## config.mk

```make
export PLATFORM = sky130hd
export DESIGN_NAME = fw_hazard_unit
export DESIGN_NICKNAME = d
export VERILOG_FILES = /design/src/rtl/fw_pkg.sv /design/src/rtl/fw_tag_stage.sv /design/src/rtl/fw_hazard_unit.sv
export SDC_FILE = /design/constraint.sdc
export NUM_CORES = 1
export LEC_CHECK = 0
export BUFFER_PORTS_ARGS = -buffer_cell sky130_fd_sc_hd__buf_2
export CELL_PAD_IN_SITES_DETAIL_PLACEMENT = 2
export CELL_PAD_IN_SITES_GLOBAL_PLACEMENT = 2
export CORE_MARGIN = 3
export CORE_UTILIZATION = 31
export DETAILED_ROUTE_END_ITERATION = 10
export GPL_TIMING_DRIVEN = 0
export PLACE_DENSITY = 0.89
export SLEW_MARGIN = 30
export SYNTH_ARGS = -nofsm -noshare
export SYNTH_HDL_FRONTEND = slang
export SYNTH_SLANG_ARGS = --single-unit
```

## constraint.sdc

```tcl
create_clock -name clk -period 3.11 [get_ports clk]
set_clock_uncertainty 0.05 [all_clocks]
set_input_delay 0.311 -clock clk [delete_from_list [all_inputs] [get_ports clk]]
set_output_delay 0.311 -clock clk [all_outputs]
set_load 0.05 [all_outputs]
```

## src/rtl/fw_pkg.sv

```systemverilog
// Shared types and helpers for the forwarding/hazard unit.
// A tag describes the producer that left EX some number of advances ago.
package fw_pkg;

    // Tags store addresses zero-extended to this width.
    // REG_ADDR_W in fw_hazard_unit must not exceed it.
    localparam int FW_ADDR_MAX_W  = 16;
    localparam int FW_SEL_REGFILE = 0;

    typedef struct packed {
        logic                     valid;
        logic [FW_ADDR_MAX_W-1:0] dest;
        logic                     wb_en;
        logic                     mem_read;
    } fw_tag_t;

    localparam fw_tag_t FW_TAG_BUBBLE = '0;

    function automatic logic fw_match(input fw_tag_t                  tag,
                                      input logic [FW_ADDR_MAX_W-1:0] addr,
                                      input logic                     src_valid);
        return src_valid & tag.valid & tag.wb_en & (tag.dest == addr);
    endfunction

endpackage

```

## src/rtl/fw_tag_stage.sv

```systemverilog
// One producer-tag register with bubble > load > hold priority.
module fw_tag_stage
    import fw_pkg::*;
(
    input  logic    clk,
    input  logic    rst,
    input  logic    load_i,
    input  logic    bubble_i,
    input  fw_tag_t tag_i,
    output fw_tag_t tag_o
);

    fw_tag_t tag_q, tag_d;

    always_comb begin
        tag_d = tag_q;
        if (bubble_i) begin
            tag_d = FW_TAG_BUBBLE;
        end else if (load_i) begin
            tag_d = tag_i;
        end
    end

    always_ff @(posedge clk or posedge rst) begin
        if (rst) begin
            tag_q <= FW_TAG_BUBBLE;
        end else begin
            tag_q <= tag_d;
        end
    end

    assign tag_o = tag_q;

endmodule

```

## src/rtl/fw_hazard_unit.sv

```systemverilog
// Forwarding select and load-use/interlock stall generation over FWD_DEPTH tracked producer stages.
// Optional FW_STATS_EN adds saturating fwd_count/stall_count event counters.
module fw_hazard_unit
    import fw_pkg::*;
#(
    parameter  int REG_ADDR_W = 4,
    parameter  int NUM_SRC    = 2,
    parameter  int FWD_DEPTH  = 2,
    localparam int SEL_W      = $clog2(FWD_DEPTH + 1)
) (
    input  logic                          clk,
    input  logic                          rst,
    input  logic                          fw_en,
    input  logic [NUM_SRC*REG_ADDR_W-1:0] src_addr,
    input  logic [NUM_SRC-1:0]            src_valid,
    input  logic                          ex_valid,
    input  logic [REG_ADDR_W-1:0]         ex_dest,
    input  logic                          ex_wb_en,
    input  logic                          ex_mem_read,
    input  logic                          freeze,
    input  logic                          flush,
    output logic [NUM_SRC*SEL_W-1:0]      sel_src,
    output logic                          stall
`ifdef FW_STATS_EN
    ,
    output logic [31:0]                   fwd_count,
    output logic [31:0]                   stall_count
`endif
);

    fw_tag_t                  ex_tag;
    fw_tag_t                  stage_tag [1:FWD_DEPTH];
    logic [FW_ADDR_MAX_W-1:0] src_addr_ext [NUM_SRC];
    logic [NUM_SRC-1:0]       found;
    logic                     load_use;
    logic                     raw_hit;

    always_comb begin
        ex_tag                         = FW_TAG_BUBBLE;
        ex_tag.valid                   = ex_valid;
        ex_tag.dest[REG_ADDR_W-1:0]    = ex_dest;
        ex_tag.wb_en                   = ex_wb_en & ex_valid;
        ex_tag.mem_read                = ex_mem_read & ex_valid;
    end

    always_comb begin
        for (int i = 0; i < NUM_SRC; i++) begin
            src_addr_ext[i] = FW_ADDR_MAX_W'(src_addr[i*REG_ADDR_W +: REG_ADDR_W]);
        end
    end

    for (genvar k = 1; k <= FWD_DEPTH; k++) begin : g_stage
        fw_tag_t tag_in;
        logic    load;
        logic    bubble;

        if (k == 1) begin : g_first
            assign tag_in = ex_tag;
        end else begin : g_rest
            assign tag_in = stage_tag[k-1];
        end

        // Flush lets only the oldest stage advance; with a single stage there is nothing older to keep.
        always_comb begin
            load   = 1'b0;
            bubble = 1'b0;
            if (flush) begin
                if (k < FWD_DEPTH || FWD_DEPTH == 1) begin
                    bubble = 1'b1;
                end else begin
                    load = 1'b1;
                end
            end else if (!freeze) begin
                if (stall && k == 1) begin
                    bubble = 1'b1;
                end else begin
                    load = 1'b1;
                end
            end
        end

        fw_tag_stage u_stage (
            .clk      (clk),
            .rst      (rst),
            .load_i   (load),
            .bubble_i (bubble),
            .tag_i    (tag_in),
            .tag_o    (stage_tag[k])
        );
    end

    // Youngest match wins; the last stage writes the regfile early enough that it never interlocks.
    always_comb begin
        sel_src  = {NUM_SRC{SEL_W'(FW_SEL_REGFILE)}};
        found    = '0;
        load_use = 1'b0;
        raw_hit  = 1'b0;
        for (int i = 0; i < NUM_SRC; i++) begin
            for (int k = 1; k <= FWD_DEPTH; k++) begin
                if (fw_match(stage_tag[k], src_addr_ext[i], src_valid[i])) begin
                    if (!found[i]) begin
                        found[i]                  = 1'b1;
                        sel_src[i*SEL_W +: SEL_W] = SEL_W'(k);
                        if (k == 1 && stage_tag[1].mem_read) begin
                            load_use = 1'b1;
                        end
                    end
                    if (k < FWD_DEPTH) begin
                        raw_hit = 1'b1;
                    end
                end
            end
        end
        if (!fw_en) begin
            sel_src = {NUM_SRC{SEL_W'(FW_SEL_REGFILE)}};
        end
    end

    assign stall = ex_valid & ~flush & (fw_en ? load_use : raw_hit);

`ifdef FW_STATS_EN
    logic [31:0] fwd_count_q, fwd_count_d;
    logic [31:0] stall_count_q, stall_count_d;
    logic [32:0] fwd_inc;
    logic [32:0] fwd_sum;

    always_comb begin
        fwd_inc = '0;
        for (int i = 0; i < NUM_SRC; i++) begin
            fwd_inc = fwd_inc + 33'(|sel_src[i*SEL_W +: SEL_W]);
        end
        fwd_sum       = {1'b0, fwd_count_q} + fwd_inc;
        fwd_count_d   = fwd_count_q;
        stall_count_d = stall_count_q;
        if (!freeze) begin
            if (stall) begin
                if (stall_count_q != 32'hFFFF_FFFF) begin
                    stall_count_d = stall_count_q + 32'd1;
                end
            end else begin
                fwd_count_d = fwd_sum[32] ? 32'hFFFF_FFFF : fwd_sum[31:0];
            end
        end
    end

    always_ff @(posedge clk or posedge rst) begin
        if (rst) begin
            fwd_count_q   <= '0;
            stall_count_q <= '0;
        end else begin
            fwd_count_q   <= fwd_count_d;
            stall_count_q <= stall_count_d;
        end
    end

    assign fwd_count   = fwd_count_q;
    assign stall_count = stall_count_q;
`endif

endmodule
```

==> results of run 1 <==
[worst max-delay path: stages, from the launching register on]
cell and delay (ns):
dfrtp_1 0.45, xnor2_1 0.26, nand3_1 0.17, o22ai_2 0.29, and4b_1 0.22, buf_2 0.26
[report_power, final]
part           switching, W  internal, W  leakage [nW]
combinational     0.0000341    0.0000353         0.273
clock             0.0000584    0.0000496        0.0150
sequential        0.0000122     0.000179         0.174
total              0.000105     0.000264         0.462
[logic make-up after synthesis]
logic type	share of synthesized area, %
buffers and inverters	1.13
muxes	10.0
xor gates and xnor gates	18.1
and+or+nand+nor	17.2
AOI/OAI and AO/OA	11.5
DFF	42.1
[worst min-delay path by stage]
| stage | endpoint | from | slack (ns) |
|---|---|---|---|
| floorplan | g_stage[1].u_stage.tag_o[0]$_DFFE_PP0P_ | rst | 0.14 |
| global placement | g_stage[1].u_stage.tag_o[2]$_DFFE_PP0P_ | rst | 0.29 |
| detailed placement | g_stage[1].u_stage.tag_o[5]$_DFFE_PP0P_ | rst | 0.32 |
| CTS | g_stage[1].u_stage.tag_o[3]$_DFFE_PP0P_ | rst | 0.02 |
| global route | g_stage[1].u_stage.tag_o[5]$_DFFE_PP0P_ | rst | 0.04 |
| finish | g_stage[1].u_stage.tag_o[1]$_DFFE_PP0P_ | rst | -0.002 |
[metal layers]
metal	up-vias	wire length [um]
met1	340	988
li1	312	-
met3	2	90
met5	-	0
met4	0	21
met2	19	1220
[cell type report]
| cell class | instances | area, sq um |
|---|---|---|
| inverter | 1 | 3.75 |
| fill | 257 | 1330 |
| multi-input combinational | 54 | 439 |
| sequential | 13 | 325 |
| tap | 28 | 35.0 |
| buffer | 1 | 5.00 |
| timing repair buffer | 26 | 130 |
| clock buffer | 4 | 26.3 |
[layout by cell type (no fill, tap or decap), types with 3 or more instances in the layout]
cell and n:
nor2_1 4, clkbuf_4 3, xor2_1 6, xnor2_1 10
nand3_1 4, a22o_1 6, buf_2 27, mux2_2 6
dfrtp_1 13
[stage by stage]
stage	hold slack, ns	cell area [sq um]	total power, W	cells	setup slack [ns]
floorplan	0.138	773	0.000231	69	1.20
global placement	0.294	938	0.000257	123	1.26
detailed placement	0.321	938	0.000265	123	1.11
CTS	0.0228	965	0.000372	127	0.796
global route	0.0352	965	0.000390	127	0.715
finish	-0.00196	965	0.000368	127	0.817
==> impl_metrics.ini, run 1 <==
[critical_path]
crit_type = flip-flop to output port
reg2reg_slack_ns = 1.35
r2r-start = g_stage[1].u_stage.tag_o[3]$_DFFE_PP0P_
cp-end-kind = output port
crit_start = g_stage[1].u_stage.tag_o[3]$_DFFE_PP0P_
endpoint = stall
r2r-end = g_stage[1].u_stage.tag_o[4]$_DFFE_PP0P_
worstRegToRegCells = 5
worstPathArrival_ns = 1.93
required_ns = 2.75
cp-start-kind = flip-flop
path_max_fanout = 4

[clock_network]
clock_sinks = 13
cts_tree = yes
clock_path_buffers = 2
post_cts_buffers = 0
cts_htree_levels = 1
cts_buffers = 3
clock_latency_ns = 0.28
cts_resized = 0
cts_root_buffer = clkbuf_4
hold_buffers = 0
cts.clk_slew.worst_paths_ns = 0.09

[global_routing]
use_met2_pct = 28.4
busiest_layer = met2
antenna_found_initial = 0
grt_pass1_vias = 748
overflow = 0
grt_max_degree = 14
met1_usage_pct = 19.3
globalRouteTotalUtil_pct = 15.6
use_met3_pct = 1.39
grt_pass1_wl_mm = 3.80

[sta]
setup_tns_ns = 0
hold_ws_ns = -0.00196
setup_viol = 0
drv_slew = 0
maxSlewHeadroom_pct = 66.4
grt_setup_unrepaired = false
post-route-min-period_ns = 2.29
fin_crit_sh_pct = 73.7
tightest_slew_ns = 0.503
hold_violations = 6
clock.fmax_mhz = 436

[power_and_ir_drop]
cellPowerDensity_mw_per_mm2 = 382
ir_drop_uv = 162
leakage_nw = 0.462

[synthesis]
yosys-top-cells-area = dfrtp_1, xnor2_1, mux2_2, a22o_1, xor2_1
ys_ff_latch = 13
syn_avg_cell_area_sq_um = 11.2
synth-edff-count = 0
async_flop_share_pct = 100
synth_top_area_share_pct = 42.1
synth.yosys.seq_area_share_pct = 42.1
netlist_instances = 69
syn_area_sq_um = 773
ys.flop_type = dfrtp_1
yosys_warnings = 0
synth_common_cells = dfrtp_1, xnor2_1, a22o_1, mux2_2, xor2_1
yosys.cell_types.count = 22
yosysMostFrequentCell = dfrtp_1
synth_area_leader_cell = dfrtp_1
syn_nets = 91

[route]
drtIter0Drc = 4
dr_total_vias = 673
avgViaCountPerCell = 5.30
wl_per_cell_um = 18.3
dr.pass1.iters = 2
routed_wl_mm = 2.32
drc = 0
drtAntennaViolNets = 0

[final_layout]
largest_reg_flops = 13
syn_to_final_growth_pct = 24.8
drive_gt1_share_pct = 39.4
final_nets = 122
diodes = 0
fin_util_pct = 42.0

[floorplan]
start_util_pct = 33.7
die_h_um = 55.9
io_pins = 27
coreArea_sq_mm = 0.00230
fp-row-count = 17
die-area_sq_mm = 0.00313
dieWidth_um = 55.9

[outcome]
violations = negative hold slack
status = finished with violations

[min_path]
min_path_type = input pin to asynchronous set/reset pin

[flow_run]
drv_cap = 0

[place]
dp.final_hpwl_mm = 1.97
place.gp.congestion = 0.754
place.port_buffers = 26
Power figures use the tool's default switching activity.
==> run 2, diff against run 1 <==
--- a/config.mk
+++ b/config.mk
@@ -9,10 +9,10 @@
 export CELL_PAD_IN_SITES_DETAIL_PLACEMENT = 2
 export CELL_PAD_IN_SITES_GLOBAL_PLACEMENT = 2
 export CORE_MARGIN = 3
-export CORE_UTILIZATION = 31
+export CORE_UTILIZATION = 29
 export DETAILED_ROUTE_END_ITERATION = 10
 export GPL_TIMING_DRIVEN = 0
-export PLACE_DENSITY = 0.89
+export PLACE_DENSITY = 0.85
 export SLEW_MARGIN = 30
 export SYNTH_ARGS = -nofsm -noshare
 export SYNTH_HDL_FRONTEND = slang
==> constraint.sdc (replaced) <==
create_clock -name clk -period 2.4 [get_ports clk]
set_clock_uncertainty 0.05 [all_clocks]
set_input_delay 0.24 -clock clk [delete_from_list [all_inputs] [get_ports clk]]
set_output_delay 0.24 -clock clk [all_outputs]
set_load 0.05 [all_outputs]
==> run 2 against run 1 <==
Net effect:
- the run now ends clean
- routed wire length decreased by 10%
- core utilization decreased by 2.9 points
- sequential power increased by 30%
- sequential share of layout area decreased by 0.43 points
- clock power increased by 24%
- final area increased by 1.3%
- non-clock buffer count increased by 1
- via count decreased by 3.4%
- sequential cell count unchanged
- register-to-register slack got worse by 0.59 ns
- worst hold slack improved by 0.13 ns
- count of clock-buffer cells in the layout unchanged
- critical endpoint unchanged
- largest cell class unchanged
- largest power group unchanged
==> impl_metrics.ini, run 2 (synthesis results as in run 1) <==
[sta]
hold_ws_ns = 0.126
setup_viol = 0
drv_slew = 0
hold_violations = 0
clock.fmax_mhz = 469
post-route-min-period_ns = 2.13
grt_setup_unrepaired = false
tightest_slew_ns = 0.465
fin_crit_sh_pct = 88.9
maxSlewHeadroom_pct = 68.9
setup_tns_ns = 0

[route]
routed_wl_mm = 2.08
dr_total_vias = 650
drtAntennaViolNets = 0
drc = 0
dr.pass1.iters = 2
wl_per_cell_um = 16.0
drtIter0Drc = 5
avgViaCountPerCell = 5.00

[power_and_ir_drop]
leakage_nw = 0.466
ir_drop_uv = 277
cellPowerDensity_mw_per_mm2 = 479

[final_layout]
syn_to_final_growth_pct = 26.4
multi_input_area_sq_um = 439
layout_commonest_cell = buf_2
regArea_sq_um = 325
final_cell_mix = buf_2, dfrtp_1, xnor2_1
nFillCells = 281
drive_gt1_share_pct = 39.0
largest_reg_flops = 13
diodes = 0
final_nets = 123
fin_cells = 130

[floorplan]
die_h_um = 57.6
fp-row-count = 18
die-area_sq_mm = 0.00332
start_util_pct = 30.9
dieWidth_um = 57.6
coreArea_sq_mm = 0.00250
io_pins = 27

[clock_network]
cts_htree_levels = 1
cts_tree = yes
clock_sinks = 13
cts_resized = 0
clock_path_buffers = 2
cts_root_buffer = clkbuf_4
cts_buffers = 3
clock_latency_ns = 0.27
cts.clk_slew.worst_paths_ns = 0.08

[global_routing]
grt_pass1_vias = 768
grt_max_degree = 14
globalRouteTotalUtil_pct = 14.0
overflow = 0
antenna_found_initial = 0
grt_pass1_wl_mm = 3.51

[outcome]
status = finished clean

[place]
dp.cells = 125
place.port_buffers = 26
dp.final_hpwl_mm = 1.78
place.gp.congestion = 0.646

[critical_path]
crit_type = flip-flop to output port
worstPathArrival_ns = 1.84
cp-end-kind = output port
path_max_fanout = 4
required_ns = 2.11
cp-start-kind = flip-flop

[flow_run]
drv_cap = 0

[min_path]
min_path_type = input pin to flip-flop
-- run 2: metrics by stage --
step	utilization [%]	worst slack (ns)	instance area (sq um)	power (W)
finish	39.1	0.266	977	0.000468
floorplan	-	0.562	773	0.000300
global route	39.1	0.105	977	0.000500
global placement	37.6	0.604	941	0.000333
detailed placement	37.6	0.545	941	0.000340
CTS	39.1	0.222	977	0.000475
-- run 2: area by class of cell --
cell class / instances / area share [%]
tap: 30 / 3.84
inverter: 1 / 0.384
timing repair buffer: 27 / 14.3
multi-input combinational: 54 / 44.9
clock buffer: 4 / 2.69
buffer: 1 / 0.512
sequential: 13 / 33.3
-- run 2: timing repair --
| action | 4_1_cts | 5_1_grt |
|---|---|---|
| hold endpoints to repair | 13 | 0 |
| hold buffers | 1 | 0 |
| buffers inserted | 0 | 0 |
-- run 2: worst paths after layout --
kind                                                               start                                  endpoint  slack (ns)  depth (start not counted)
worst max-delay path             g_stage[1].u_stage.tag_o[2]$_DFFE_PP0P_                                     stall        0.27                          5
worst max register to register   g_stage[1].u_stage.tag_o[2]$_DFFE_PP0P_   g_stage[1].u_stage.tag_o[2]$_DFFE_PP0P_        0.76                          5
worst min register to register  g_stage[2].u_stage.tag_o[18]$_DFFE_PP0P_  g_stage[2].u_stage.tag_o[18]$_DFFE_PP0P_        0.46                          1
worst min-delay path                                          ex_dest[3]   g_stage[1].u_stage.tag_o[5]$_DFFE_PP0P_        0.13                          2
max in group asynchronous                                            rst   g_stage[2].u_stage.tag_o[1]$_DFFE_PP0P_        1.51                          3
min in group asynchronous                                            rst   g_stage[1].u_stage.tag_o[5]$_DFFE_PP0P_        0.47                          3
-- run 2: critical path, stage by stage, from the launching register on --
cell and delay (ns):
dfrtp_1 0.46, xnor2_1 0.18, nand3_1 0.14, o22ai_2 0.31
and4b_1 0.23, buf_2 0.26
-- run 2: layer usage --
metal | global-route usage (%) | wire length (um) | vias to the layer above | share of wire (%)
met5 | 0 | 0 | - | 0
met1 | 16.8 | 895 | 307 | 43
met2 | 23.5 | 1020 | 23 | 49
met3 | 3.12 | 124 | 4 | 6.0
li1 | - | - | 316 | -
met4 | 7.28 | 41 | 0 | 2.0
-- run 2: power breakdown --
group	switching [W]	internal (W)
clock	0.0000692	0.0000645
combinational	0.0000400	0.0000468
sequential	0.0000162	0.000232
